==> config.mk <==
export PLATFORM = sky130hd
export DESIGN_NAME = voxel_access_initiator
export DESIGN_NICKNAME = d
export VERILOG_FILES = /design/src/rtl/voxel_access_initiator.sv
export SDC_FILE = /design/constraint.sdc
export NUM_CORES = 1
export LEC_CHECK = 0
export CORE_MARGIN = 2
export CORE_UTILIZATION = 46
export CTS_BUF_LIST = sky130_fd_sc_hd__clkbuf_8
export DETAILED_ROUTE_END_ITERATION = 7
export PLACE_DENSITY_LB_ADDON = 0.2
export SLEW_MARGIN = 20
export SYNTH_ARGS = -nofsm -noshare
export SYNTH_HDL_FRONTEND = slang
export SYNTH_SLANG_ARGS = --single-unit
==> constraint.sdc <==
create_clock -name clk -period 2.71 [get_ports clk]
set_clock_uncertainty 0.05 [all_clocks]
set_input_delay 0.4065 -clock clk [delete_from_list [all_inputs] [get_ports clk]]
set_output_delay 0.4065 -clock clk [all_outputs]
set_load 0.05 [all_outputs]
==> src/rtl/voxel_access_initiator.sv <==
// Purpose: client-side initiator turning read/write/accumulate commands into voxel cache strobes.
// Latency: hit read accept->rsp_valid 3 cycles, hit accumulate 5 cycles; each cache wait bounded by TIMEOUT_CYCLES.
// Backpressure: one command outstanding; req_ready only in IDLE, response held until rsp_valid&&rsp_ready.
//
// Ports:
//   clk, rst              - clock, synchronous active-high reset
//   req_valid/ready/op/addr/data - command stream (op 00 rd, 01 wr, 10 acc, 11 reserved)
//   cache_addr/wdata/read_en/write_en - registered drive into the cache
//   cache_rdata/ready     - cache completion pulse and read data
//   rsp_valid/ready/data/err - response stream
//   timeout_sticky        - latched on any cache timeout until reset
module voxel_access_initiator #(
    parameter int ADDR_W         = 15,
    parameter int DATA_W         = 32,
    parameter int TIMEOUT_CYCLES = 64
) (
    input  logic              clk,
    input  logic              rst,
    input  logic              req_valid,
    output logic              req_ready,
    input  logic [1:0]        req_op,
    input  logic [ADDR_W-1:0] req_addr,
    input  logic [DATA_W-1:0] req_data,
    output logic [ADDR_W-1:0] cache_addr,
    output logic [DATA_W-1:0] cache_wdata,
    output logic              cache_read_en,
    output logic              cache_write_en,
    input  logic [DATA_W-1:0] cache_rdata,
    input  logic              cache_ready,
    output logic              rsp_valid,
    input  logic              rsp_ready,
    output logic [DATA_W-1:0] rsp_data,
    output logic              rsp_err,
    output logic              timeout_sticky
);

    localparam logic [1:0] OP_RD  = 2'b00;
    localparam logic [1:0] OP_WR  = 2'b01;
    localparam logic [1:0] OP_ACC = 2'b10;

    localparam int CNT_W = $clog2(TIMEOUT_CYCLES + 1);
    // The counter is 0 in the first wait cycle, i.e. one cycle after the
    // strobe. Giving up when it holds TIMEOUT_CYCLES-2 lands RESP exactly
    // TIMEOUT_CYCLES cycles after the strobe.
    localparam logic [CNT_W-1:0] CNT_LAST = CNT_W'(TIMEOUT_CYCLES - 2);

    typedef enum logic [2:0] {
        IDLE,
        RD_ISSUE,
        RD_WAIT,
        WR_ISSUE,
        WR_WAIT,
        RESP
    } state_t;

    state_t             state;
    state_t             state_n;
    logic [CNT_W-1:0]   wait_cnt;
    logic               is_acc;
    logic [DATA_W-1:0]  addend;

    logic               accept;
    logic               rd_hit;
    logic               wr_hit;
    logic               tmo;

    logic [DATA_W:0]    sum_full;
    logic [DATA_W-1:0]  sum_sat;

    assign sum_full = {1'b0, cache_rdata} + {1'b0, addend};
    assign sum_sat  = sum_full[DATA_W] ? {DATA_W{1'b1}} : sum_full[DATA_W-1:0];

    // req_ready is forced low while rst is asserted so nothing is accepted
    // on the cycle reset releases.
    assign req_ready = (state == IDLE) && !rst;
    assign rsp_valid = (state == RESP);

    always_comb begin
        state_n = state;
        accept  = 1'b0;
        rd_hit  = 1'b0;
        wr_hit  = 1'b0;
        tmo     = 1'b0;
        case (state)
            IDLE: begin
                if (req_valid) begin
                    accept = 1'b1;
                    case (req_op)
                        OP_RD, OP_ACC: state_n = RD_ISSUE;
                        OP_WR:         state_n = WR_ISSUE;
                        default:       state_n = RESP;
                    endcase
                end
            end
            RD_ISSUE: state_n = RD_WAIT;
            RD_WAIT: begin
                if (cache_ready) begin
                    rd_hit  = 1'b1;
                    state_n = is_acc ? WR_ISSUE : RESP;
                end else if (wait_cnt == CNT_LAST) begin
                    tmo     = 1'b1;
                    state_n = RESP;
                end
            end
            WR_ISSUE: state_n = WR_WAIT;
            WR_WAIT: begin
                if (cache_ready) begin
                    wr_hit  = 1'b1;
                    state_n = RESP;
                end else if (wait_cnt == CNT_LAST) begin
                    tmo     = 1'b1;
                    state_n = RESP;
                end
            end
            RESP: begin
                if (rsp_ready) begin
                    state_n = IDLE;
                end
            end
            default: state_n = IDLE;
        endcase
    end

    always_ff @(posedge clk) begin
        if (rst) begin
            state          <= IDLE;
            wait_cnt       <= '0;
            is_acc         <= 1'b0;
            addend         <= '0;
            cache_addr     <= '0;
            cache_wdata    <= '0;
            cache_read_en  <= 1'b0;
            cache_write_en <= 1'b0;
            rsp_data       <= '0;
            rsp_err        <= 1'b0;
            timeout_sticky <= 1'b0;
        end else begin
            state <= state_n;

            // Strobes follow the issue states one-for-one, so they can never
            // overlap and last exactly one cycle.
            cache_read_en  <= (state_n == RD_ISSUE);
            cache_write_en <= (state_n == WR_ISSUE);

            if (state == RD_WAIT || state == WR_WAIT) begin
                wait_cnt <= wait_cnt + 1'b1;
            end else begin
                wait_cnt <= '0;
            end

            if (accept) begin
                cache_addr <= req_addr;
                is_acc     <= (req_op == OP_ACC);
                addend     <= req_data;
                rsp_data   <= '0;
                rsp_err    <= (req_op == 2'b11);
                if (req_op == OP_WR) begin
                    cache_wdata <= req_data;
                end
            end

            if (rd_hit) begin
                if (is_acc) begin
                    cache_wdata <= sum_sat;
                end else begin
                    rsp_data <= cache_rdata;
                end
            end

            if (wr_hit) begin
                rsp_data <= cache_wdata;
            end

            if (tmo) begin
                rsp_data       <= '0;
                rsp_err        <= 1'b1;
                timeout_sticky <= 1'b1;
            end
        end
    end

endmodule
# Word-level counts from Yosys, hierarchy flattened
# Index checks and enable logic that the tools add are counted.
[word_totals]
in_bits = 86
wordCells = 62
latchBits = 0
mem_bits_ro = 0
ram_bits = 0
memories = 0
output_inout_bits = 85
register_bits = 126
[classes]
n_div = 0
n_mul = 0
n_shift = 0
eq_ne = 11
reduce_logical = 10
bitwise_logic = 1
add_sub_neg = 2
magnitude_cmp = 0
n_mux = 27
[op_table]
columns = ["op", "n"]
rows = [
  ["2-to-1 mux 32 bit", 9],
  ["adder 32 x 32 -> 33 bit", 1],
  ["2-to-1 mux 3 bit", 6],
  ["one-hot mux 3 bit (6 select lines)", 1],
  ["2-to-1 mux 1 bit", 10],
  ["== test 3 x 2 -> 1 bit, second input constant", 3],
  ["OR reduction 2 bit", 4],
  ["adder 7 x 1 -> 7 bit, second input constant", 1],
  ["== test 7 x 6 -> 1 bit, second input constant", 1],
  ["== test 3 x 1 -> 1 bit, second input constant", 2],
  ["== test 3 bit, second input constant", 2],
  ["one-hot mux 3 bit (2 select lines)", 1],
  ["== test 2 bit, second input constant", 2],
  ["zero test 3 bit", 1],
  ["== test 2 x 1 -> 1 bit, second input constant", 1],
  ["zero test 2 bit", 1],
  ["nonzero test 2 bit", 1],
  ["logical AND 1 bit", 1],
  ["zero test 1 bit", 1],
  ["logical OR 1 bit", 1],
  ["inverter 1 bit", 1],
]

# Logic depth before layout (Yosys ltp)
[logic_depth]
word_depth = 6
mapped_depth = 11
depth_no_buf = 10

# Worst setup path before layout
# No wires, ideal clock.
[synth_path]
path_type = "input-to-output"
from = "in rst"
to = "out req_ready"
n_path_buf = 2
slack_ns = -0.029
path_stages = 3
arrival_time_ns = 2.283
required_time_ns = 2.254
path_cell_list = "clkbuf_1 > clkbuf_1 > nor4_1"
[synth_via]
elab_chain_cells = 2
[synth_lines]
columns = ["item", "line", "source"]
rows = [
  ["start, declared", "18", "input logic rst,"],
  ["zero test 1 bit", "75", "assign req_ready = (state == IDLE) && !rst;"],
  ["logical AND 1 bit", "75", ""],
  ["end, declared", "20", "output logic req_ready,"],
]
# Every way passes these cells.

# Worst setup path after layout
[layout_path]
from = "reg addend[0]"
to = "reg cache_wdata[24]"
[layout_via]
elab_chain_cells = 4
[layout_lines]
columns = ["item", "line", "source"]
rows = [
  ["start, declared", "60", "logic [DATA_W-1:0] addend;"],
  ["start signal, assigned", "154", "addend <= req_data;"],
  ["adder 32 x 32 -> 33 bit", "70", "assign sum_full = {1'b0, cache_rdata} + {1'b0, addend};"],
  ["2-to-1 mux 32 bit", "71", "assign sum_sat = sum_full[DATA_W] ? {DATA_W{1'b1}} : sum_full[DATA_W-1:0];"],
  ["2-to-1 mux 32 bit", "163", "if (is_acc) begin"],
  ["2-to-1 mux 32 bit", "162", "if (rd_hit) begin"],
  ["end signal, assigned", "158", "cache_wdata <= req_data;"],
  ["end signal, assigned", "164", "cache_wdata <= sum_sat;"],
  ["end, declared", "25", "output logic [DATA_W-1:0] cache_wdata,"],
]
# Every way passes these cells.
# A chain may end at the register's enable or synchronous reset.

==> reports/metrics.cfg <==
[placed_design]
place_hpwl_mm=14.13
dpl.cell_count=1175
gp_routability_congestion=0.8798
numPortBuffers=170

[cts]
cts_tree=done
clockBufferDepth=2
cts_hold_buf=0
h-tree-depth=4
clkSlewWorstSetupHoldPaths_ns=0.07
cts_sinks=126
numCtsBuffers=17
cts_root_buf=clkbuf_8
clk_latency_ns=0.47

[detailed_routing]
dr.pass1.iters=5
post-route-drc-count=0
antenna_left=0
wl_per_cell_um=16.84
drt-vias-per-instance=5.498
drt_iter0_drc=348
num_vias=6686
drt-total-wl_mm=20.48

[sta]
tightest_slew_ns=1.122
rsz0062_at_grt=true
whs_ns=0.3976
fmax_mhz=369.1
hold_viol=0
finalSetupViolCount=0
maxSlewViolCount=0
min_period_ns=2.709
slew-limit-headroom_pct=25.19
period_share_pct=99.98

[cells_and_area]
nets=1140
n_antenna_cell=0
layout.cells.non_filler=1216
area_growth_pct=46.39
drive_gt1_share_pct=19.67

[die]
fp.dieArea_mm2=0.01582
coreArea_mm2=0.01453
die_w_um=125.8
die_y_um=125.8
core.rowCount=44
ios=171
start_util_pct=46.94

[yosys]
synth.avg_cell_area_um2=8.768
ys_seq_area_share_pct=36.98
synth-edff-count=0
synthesis.area_mm2=0.006822
synthCells=778
syn-num-nets=899
ys_ff_latch=126
ys_types=63
synth_ff_type=dfxtp_1
synth_warnings=0
synthArstFlopShare_pct=0

[power]
p_leak_uw=0.004080
vdd_drop_max_uv=345.8
powerDensity_mw_per_mm2=589.4

[global_routing]
track_usage_pct=25.55
antenna_found_initial=0
grt_max_degree=88
grt_pass1_vias=6562
grt_pass1_wl_mm=33.03
overflow=0

[flow_run]
maxCapViolations=0

[worst_setup_path]
crit_required_ns=2.95
timing.critical_path.arrival_ns=2.95
worst_setup_path_start_kind=flip-flop
path_class=flip-flop to flip-flop
end_kind=flip-flop
cp_max_fo=6
reg2reg_slack_ns=0.0006

[outcome]
status=finished clean

[min_path]
hold_path.class=primary input to flip-flop

[cells in the mapped netlist, types with 4 or more instances]
| cell | instances | area share [%] |
|---|---|---|
| o21a_1 | 5 | 0.55 |
| a21oi_1 | 72 | 5.3 |
| nand2b_1 | 6 | 0.55 |
| ha_1 | 34 | 6.2 |
| a211oi_1 | 42 | 4.6 |
| a31oi_1 | 4 | 0.37 |
| nor2_1 | 64 | 3.5 |
| a21o_1 | 10 | 1.1 |
| nand4_1 | 4 | 0.37 |
| nor4_1 | 4 | 0.37 |
| a221oi_2 | 30 | 6.6 |
| buf_2 | 12 | 0.88 |
| o21ai_0 | 14 | 1.0 |
| nor3_1 | 8 | 0.59 |
| inv_1 | 12 | 0.66 |
| nand2_1 | 123 | 6.8 |
| nor2b_1 | 6 | 0.55 |
| or3_1 | 4 | 0.37 |
| nand3_1 | 8 | 0.59 |
| xnor2_1 | 19 | 2.4 |
| a22oi_1 | 33 | 3.6 |
| clkbuf_1 | 36 | 2.0 |
| xor2_1 | 13 | 1.7 |
| dfxtp_1 | 126 | 37 |
| o21ai_1 | 6 | 0.44 |
| mux2i_1 | 32 | 4.7 |
[metal layers]
metal | part of all wire, % | GRT usage [%]
met4 | 1.6 | 7.951
met3 | 6.7 | 7.647
met5 | 0 | 0
met2 | 47 | 41.02
met1 | 45 | 33.26
[through the flow]
stage / area (um^2) / power [uW] / utilization (%) / worst slack (ns) / setup TNS (ns)
after CTS: 9799 / 5869 / 67.42 / 0.006412 / 0
after global routing: 9986 / 6192 / 68.71 / -0.08490 / -1.443
after global placement: 9324 / 4222 / 64.15 / -0.5647 / -16.42
after floorplan: 6828 / 3434 / - / 0.01492 / 0
after detailed placement: 9324 / 4241 / 64.15 / -0.6773 / -19.62
final: 9986 / 5886 / 68.71 / 0.0005798 / 0
[registers in the layout, summed over array words and instances, names as in the netlist]
signal	count
addend	32
is_acc	1
rsp_data	32
cache_write_en	1
wait_cnt	7
cache_wdata	32
state	3
timeout_sticky	1
rsp_err	1
cache_read_en	1
cache_addr	15
[cell usage in the layout (no fill, tap or decap), types with 8 or more instances in the layout]
cell / count
mux2i_1: 32
a221oi_2: 30
a21o_1: 10
o21ai_0: 13
a22oi_1: 33
a21oi_1: 71
nor2_1: 62
dfxtp_1: 125
clkdlybuf4s50_1: 167
xor2_1: 12
nand2_1: 121
inv_1: 13
clkbuf_8: 22
buf_4: 97
nor3_1: 8
a211oi_1: 41
xnor2_1: 18
ha_1: 29
[repair_timing]
action,CTS,global route
setup buffers,2,4
gates cloned,2,1
pin swaps,4,25
setup endpoints to repair,31,30
resized for setup,3,24
[layout make-up]
cell class | count | area [um^2]
Timing Repair Buffer | 276 | 2633
Fill cell | 1192 | 4548
Multi-Input combinational cell | 586 | 4164
Clock buffer | 22 | 302.8
Sequential cell | 126 | 2524
Clock inverter | 10 | 87.58
Tap cell | 184 | 230.2
Inverter | 12 | 45.04
[worst max-delay path, stage by stage, from the launching register on]
cell       delay [ns]
dfxtp_2          0.34
ha_4             0.16
fa_2             0.42
a21oi_4          0.20
o311ai_4         0.12
o211ai_4         0.25
nor4_4           0.06
nor3_2           0.26
nor2_4           0.06
a31oi_4          0.23
bufbuf_16        0.32
a221oi_2         0.07
[logic make-up (layout without fill, tap and decap cells)]
group                      Yosys count  in the layout  synth area share, %
AOI/OAI and AO/OA                  241            241                27.57
xor gates and xnor gates            32             32                4.109
buffers and inverters               66            320                4.182
and+or+nand+nor                    246            246                15.94
muxes                               32             32                4.696
adders and majority gates           35             35                6.530
DFF                                126            126                36.98
[worst paths after layout]
path	startpoint	endpoint	cells past startpoint
min reg2reg	cache_addr[0]	cache_addr[0]	2
max reg2reg	addend[0]	cache_wdata[24]	11
max	addend[0]	cache_wdata[24]	11
min	cache_rdata[0]	rsp_data[0]	3
[report_power, final]
group	leakage (uW)	switching [uW]	total, uW	internal [uW]
Combinational	0.00286	1240	2150	913
Clock	0.000194	775	1610	838
Sequential	0.00103	111	2120	2010
No activity file was read; power rests on OpenSTA's default activity.
==> edit 1, RTL diff (same flow settings) <==
The 6 states of `state_t` get a one-hot encoding in 6 bits.
--- a/src/rtl/voxel_access_initiator.sv
+++ b/src/rtl/voxel_access_initiator.sv
@@ -46,9 +46,9 @@
 
-    typedef enum logic [2:0] {
-        IDLE,
-        RD_ISSUE,
-        RD_WAIT,
-        WR_ISSUE,
-        WR_WAIT,
-        RESP
+    typedef enum logic [5:0] {
+        IDLE     = 6'b000001,
+        RD_ISSUE = 6'b000010,
+        RD_WAIT  = 6'b000100,
+        WR_ISSUE = 6'b001000,
+        WR_WAIT  = 6'b010000,
+        RESP     = 6'b100000
     } state_t;
Formal check against the unedited RTL: same outputs for any inputs over 4 cycles, from zero or initial values and one cycle with rst high; so few cycles prove little.
==> edit 1 against the unedited design <==
  * Area after synthesis up 2.9%
  * Utilization fell by 1.5 points
  * Worst setup slack gained 0.041 ns
  * Total power shrank 7.8%
  * Cell area increased by 1.1%
  * Wire length is 4.3% higher
  * Global-route usage up 0.50 points
  * Maximum frequency grew 1.5%
  * Sequential cell count is 3 higher
  * Critical endpoint is now cache_wdata[31]
  * Largest cell class unchanged
  * Largest power group is now sequential cells
  * Highest routed layer unchanged
==> edit 1: results (changes against the unedited design) <==
track_usage_pct: 26.0  # +0.50 points
clock_latency_ns: 0.45  # -0.02 ns
cpPeakStageDelay_ns: 0.54  # +0.12 ns
gr-usage-met1_pct: 33.2  # -0.095 points
pre_cts_slack_ns: -0.471  # +0.206 ns
synth_area_leaders: "dfxtp_1, nand2_1, ha_1"
final_nets: 1206  # +5.8%
async_flop_share_pct: 0  # unchanged
ys_seq_area_share_pct: 36.8  # -0.17 points
detail_route.iter0.violations: 421  # +21%
regArea_um2: 2580  # +2.4%
dr_wl_met3_um: 1270  # -8.1%
grt_pass1_wl_um: 34200  # +3.4%
drt_wl_total_um: 21400  # +4.3%
dpl_cell_area_um2: 9600  # +3.0%
grt_use_met2_pct: 43.5  # +2.5 points
worstPathMaxFanout: 3  # -3
inv_count: 14  # +2
core_um2: 15000  # +3.4%
hpwlAfterDp_um: 15100  # +6.5%
synth_cell_types: 69  # +9.5%
numCtsBuffers: 17  # unchanged
fill_cells: 1281  # +7.5%
cp_slowest_cell: "or4_4"
path_delay_family: "simple AND/OR/NAND/NOR gates"
pwr_density_cell_nw_per_um2: 538  # -8.8%
met2_length_um: 10200  # +6.2%
ir_worst_vdd_uv: 326  # -5.7%
firstDrtPassIters: 4  # -1
clock_area_share_pct: 4.13  # +0.22 points
drive_above_1_share_pct: 15.5  # -4.2 points
grt_util_met3_pct: 6.66  # -0.99 points
synth_seq_cells: 129  # +2.4%
biggestRegsByFlops: "addend x32, cache_wdata x32, rsp_data x32"
multi_input_area_share_pct: 42.0  # +0.35 points
grt_pass1_vias: 6978  # +6.3%
stdcell_count: 1286  # +5.8%
nNonClkBuffers: 272  # -1.4%
synth_common_cells: "dfxtp_1, nand2_1, a21oi_1, nor2_1, a211oi_1"
gp_congestion: 0.918  # +4.4%
via_per_inst: 5.63  # +2.3%
nMultiInputCombCells: 651  # +11%
buffer_area_share_pct: 25.4  # -0.98 points
outcome: "finished, final reports clean"
synth_nets: 966  # +7.5%
slew_headroom_pct: 39.0  # +14 points
syn_inst: 845  # +8.6%
cts-root-buf: "clkbuf_8"
path_clk_slew_ns: 0.07  # about the same
clockBufferCount: 20  # -9.1%
p_leak_nw: 4.18  # +2.4%
drt-met1-wl_um: 9550  # +4.3%
critPathArrivalTime_ns: 3.02  # +0.07 ns
grt_max_degree: 92  # +4.5%
## edit 1: logic make-up (layout without fill, tap and decap cells)
logic type                 after synthesis  in the layout  synth area share (%)
and+or+nand+nor                        292            292                  19.9
AOI/OAI and AO/OA                      283            283                  27.6
DFF                                    129            129                  36.8
buffers and inverters                   65            318                  3.91
adders and majority gates               35             35                  6.35
xor gates and xnor gates                26             26                  3.25
muxes                                   15             15                  2.14
## edit 1: what timing repair did
item	4_1_cts	5_1_grt
hold buffers	0	0
hold endpoints to repair	0	0
resized for setup	2	17
pin swaps	0	2
endpoints found under the setup margin	2	31
buffers inserted	0	1
## edit 1: path summary, 6_finish.rpt
check	from	to	slack (ns)	depth (start not counted)
max	cache_rdata[17]	cache_wdata[31]	0.04	9
min	cache_rdata[0]	rsp_data[0]	0.38	3
max reg2reg	addend[0]	cache_wdata[22]	0.11	10
min reg2reg	timeout_sticky	timeout_sticky	0.40	2
## edit 1: power breakdown
group          switching (mW)  internal, mW
sequential             0.0837          2.01
combinational           0.888         0.703
clock                   0.779         0.969
==> edit 2, RTL diff (config.mk and constraints unchanged) <==
Without the edit above. `ADDR_W`: 15 -> 16.
--- a/src/rtl/voxel_access_initiator.sv
+++ b/src/rtl/voxel_access_initiator.sv
@@ -12,3 +12,3 @@
 module voxel_access_initiator #(
-    parameter int ADDR_W         = 15,
+    parameter int ADDR_W         = 16,
     parameter int DATA_W         = 32,
Interface: changed (resized cache_addr and req_addr); port bits go from 171 to 173. The function was not compared with the original's and may differ.
==> edit 2 against the unedited design <==
  * Area after synthesis rose by 2.5%
  * Utilization fell by 1.6 points
  * Sequential cell count rose by 1
  * First-iteration DRC count rose by 17%
  * Count of clock-buffer cells in the layout fell by 5
  * Worst setup slack improved by 0.098 ns
  * Cell area rose by 1.1%
  * Die area rose by 2.5%
  * Total power rose by 5.3%
  * Wire length rose by 1.2%
  * Worst hold slack got worse by 0.022 ns
==> edit 2: results (changes against the unedited design) <==
ys_seq_area_share_pct: 36.3  # -0.63 points
ir_worst_vdd_uv: 361  # +4.5%
whs_ns: 0.376  # -0.0217 ns
grt_pass1_wl_um: 33900  # +2.7%
min_period_ns: 2.61  # -0.0979 ns
maxCapViolCount: 0  # unchanged
p_leak_nw: 4.06  # -0.48%
ys_warn_count: 0  # unchanged
synth_common_cells: "nand2_1, dfxtp_1, a21oi_1, nor2_1, clkbuf_1"
final_nets: 1198  # +5.1%
numCtsBuffers: 17  # unchanged
num_antenna_cells: 0  # unchanged
pre_cts_slack_ns: -0.673  # +0.00431 ns
min_from: "cache_rdata[1]"
grt_max_degree: 74  # -16%
dpl_cell_area_um2: 9480  # +1.7%
grt_pass1_vias: 6879  # +4.8%
drt_wl_total_um: 20700  # +1.2%
synth_cell_types: 56  # -11%
ys.flop_type: "dfxtp_1"
drive_above_1_share_pct: 17.5  # -2.1 points
synth_nets: 969  # +7.8%
clock_latency_ns: 0.46
track_usage_pct: 25.7  # +0.12 points
worstPathMaxFanout: 5  # -1
hold_class: "input port to register"
slew_headroom_pct: 49.4  # +24 points
cts-root-buf: "clkbuf_8"
firstDrtPassIters: 5  # unchanged
path_clk_slew_ns: 0.08
hpwlAfterDp_um: 14600  # +3.2%
via_per_inst: 5.57  # +1.3%
fill_cells: 1285  # +7.8%
reg2reg_slack_ns: 0.12  # +0.12 ns
synth_area_leaders: "dfxtp_1, nand2_1, ha_1"
r2r_start: "addend[1]"
critPathArrivalTime_ns: 2.95  # about the same
detail_route.iter0.violations: 408  # +17%
htree_levels: 4  # unchanged
io_buffers: 172  # +1.2%
antenna_found_initial: 0  # unchanged
async_flop_share_pct: 0  # unchanged
clk_path_buf_depth: 2  # unchanged
finalHoldViolCount: 0  # unchanged
gp_congestion: 0.880  # about the same
startpoint: "cache_rdata[6]"
outcome: "finished, final reports clean"
biggestRegsByFlops: "addend x32, cache_wdata x32, rsp_data x32"
edit 2: final timing paths:
kind / endpoint / cells past startpoint
setup / recovery: cache_wdata[31] / 10
hold / removal: rsp_data[1] / 4
setup reg to reg: cache_wdata[31] / 10
hold reg to reg: cache_addr[11] / 2
edit 2: layout make-up:
cell class                 count  area (um^2)  area share [%]
inverter                      15         56.3           0.558
clock buffer                  17          234            2.32
sequential                   127         2540            25.2
clock inverter                15          153            1.51
multi-input combinational    638         4300            42.6
tap                          188          235            2.33
timing repair buffer         277         2570            25.5
edit 2: repair_timing:
action / 4_1_cts / 5_1_grt
endpoints found under the setup margin: 32 / 32
cloned: 1 / 0
resized for setup: 5 / 23
pin swaps: 4 / 15
setup buffers: 4 / 1
edit 2: power by group:
| part | switching (mW) | internal [mW] |
|---|---|---|
| Clock | 0.876 | 0.752 |
| Combinational | 1.41 | 0.989 |
| Sequential | 0.128 | 2.05 |
edit 2: cells by family (layout without fill, tap and decap cells):
| logic type | after synthesis | in the layout | synth area share, % |
|---|---|---|---|
| simple gates | 301 | 301 | 18.7 |
| compound gates | 236 | 236 | 25.2 |
| flops | 127 | 127 | 36.3 |
| buf+inv | 82 | 324 | 4.60 |
| fa+ha+maj | 35 | 35 | 6.37 |
| xor+xnor | 34 | 34 | 4.26 |
| mux | 32 | 32 | 4.58 |
edit 2: per-stage QoR:
stage | setup TNS [ns] | instances | power, mW
after detailed placement | -17.15 | 1239 | 4.54
after global placement | -16.54 | 1239 | 4.51
after CTS | 0 | 1276 | 6.19
final | 0 | 1277 | 6.20
after floorplan | 0 | 847 | 3.66
after global routing | -0.00148 | 1277 | 6.54
edit 2: metal layers:
metal | vias up | track usage [%] | share of wire, %
li1 | 3526 | - | -
met5 | - | 0 | 0
met2 | 215 | 43.5 | 48
met4 | 0 | 6.27 | 1.1
met1 | 3356 | 33.0 | 45
met3 | 18 | 6.24 | 6.0
edit 2: critical path, stage by stage:
cell             delay, ns
clkdlybuf4s50_1       0.44
ha_1                  0.40
nand2_1               0.09
o21ai_2               0.19
o21ai_4               0.10
o311a_4               0.41
o31ai_4               0.21
a41oi_2               0.14
or3_1                 0.39
a31oi_2               0.17
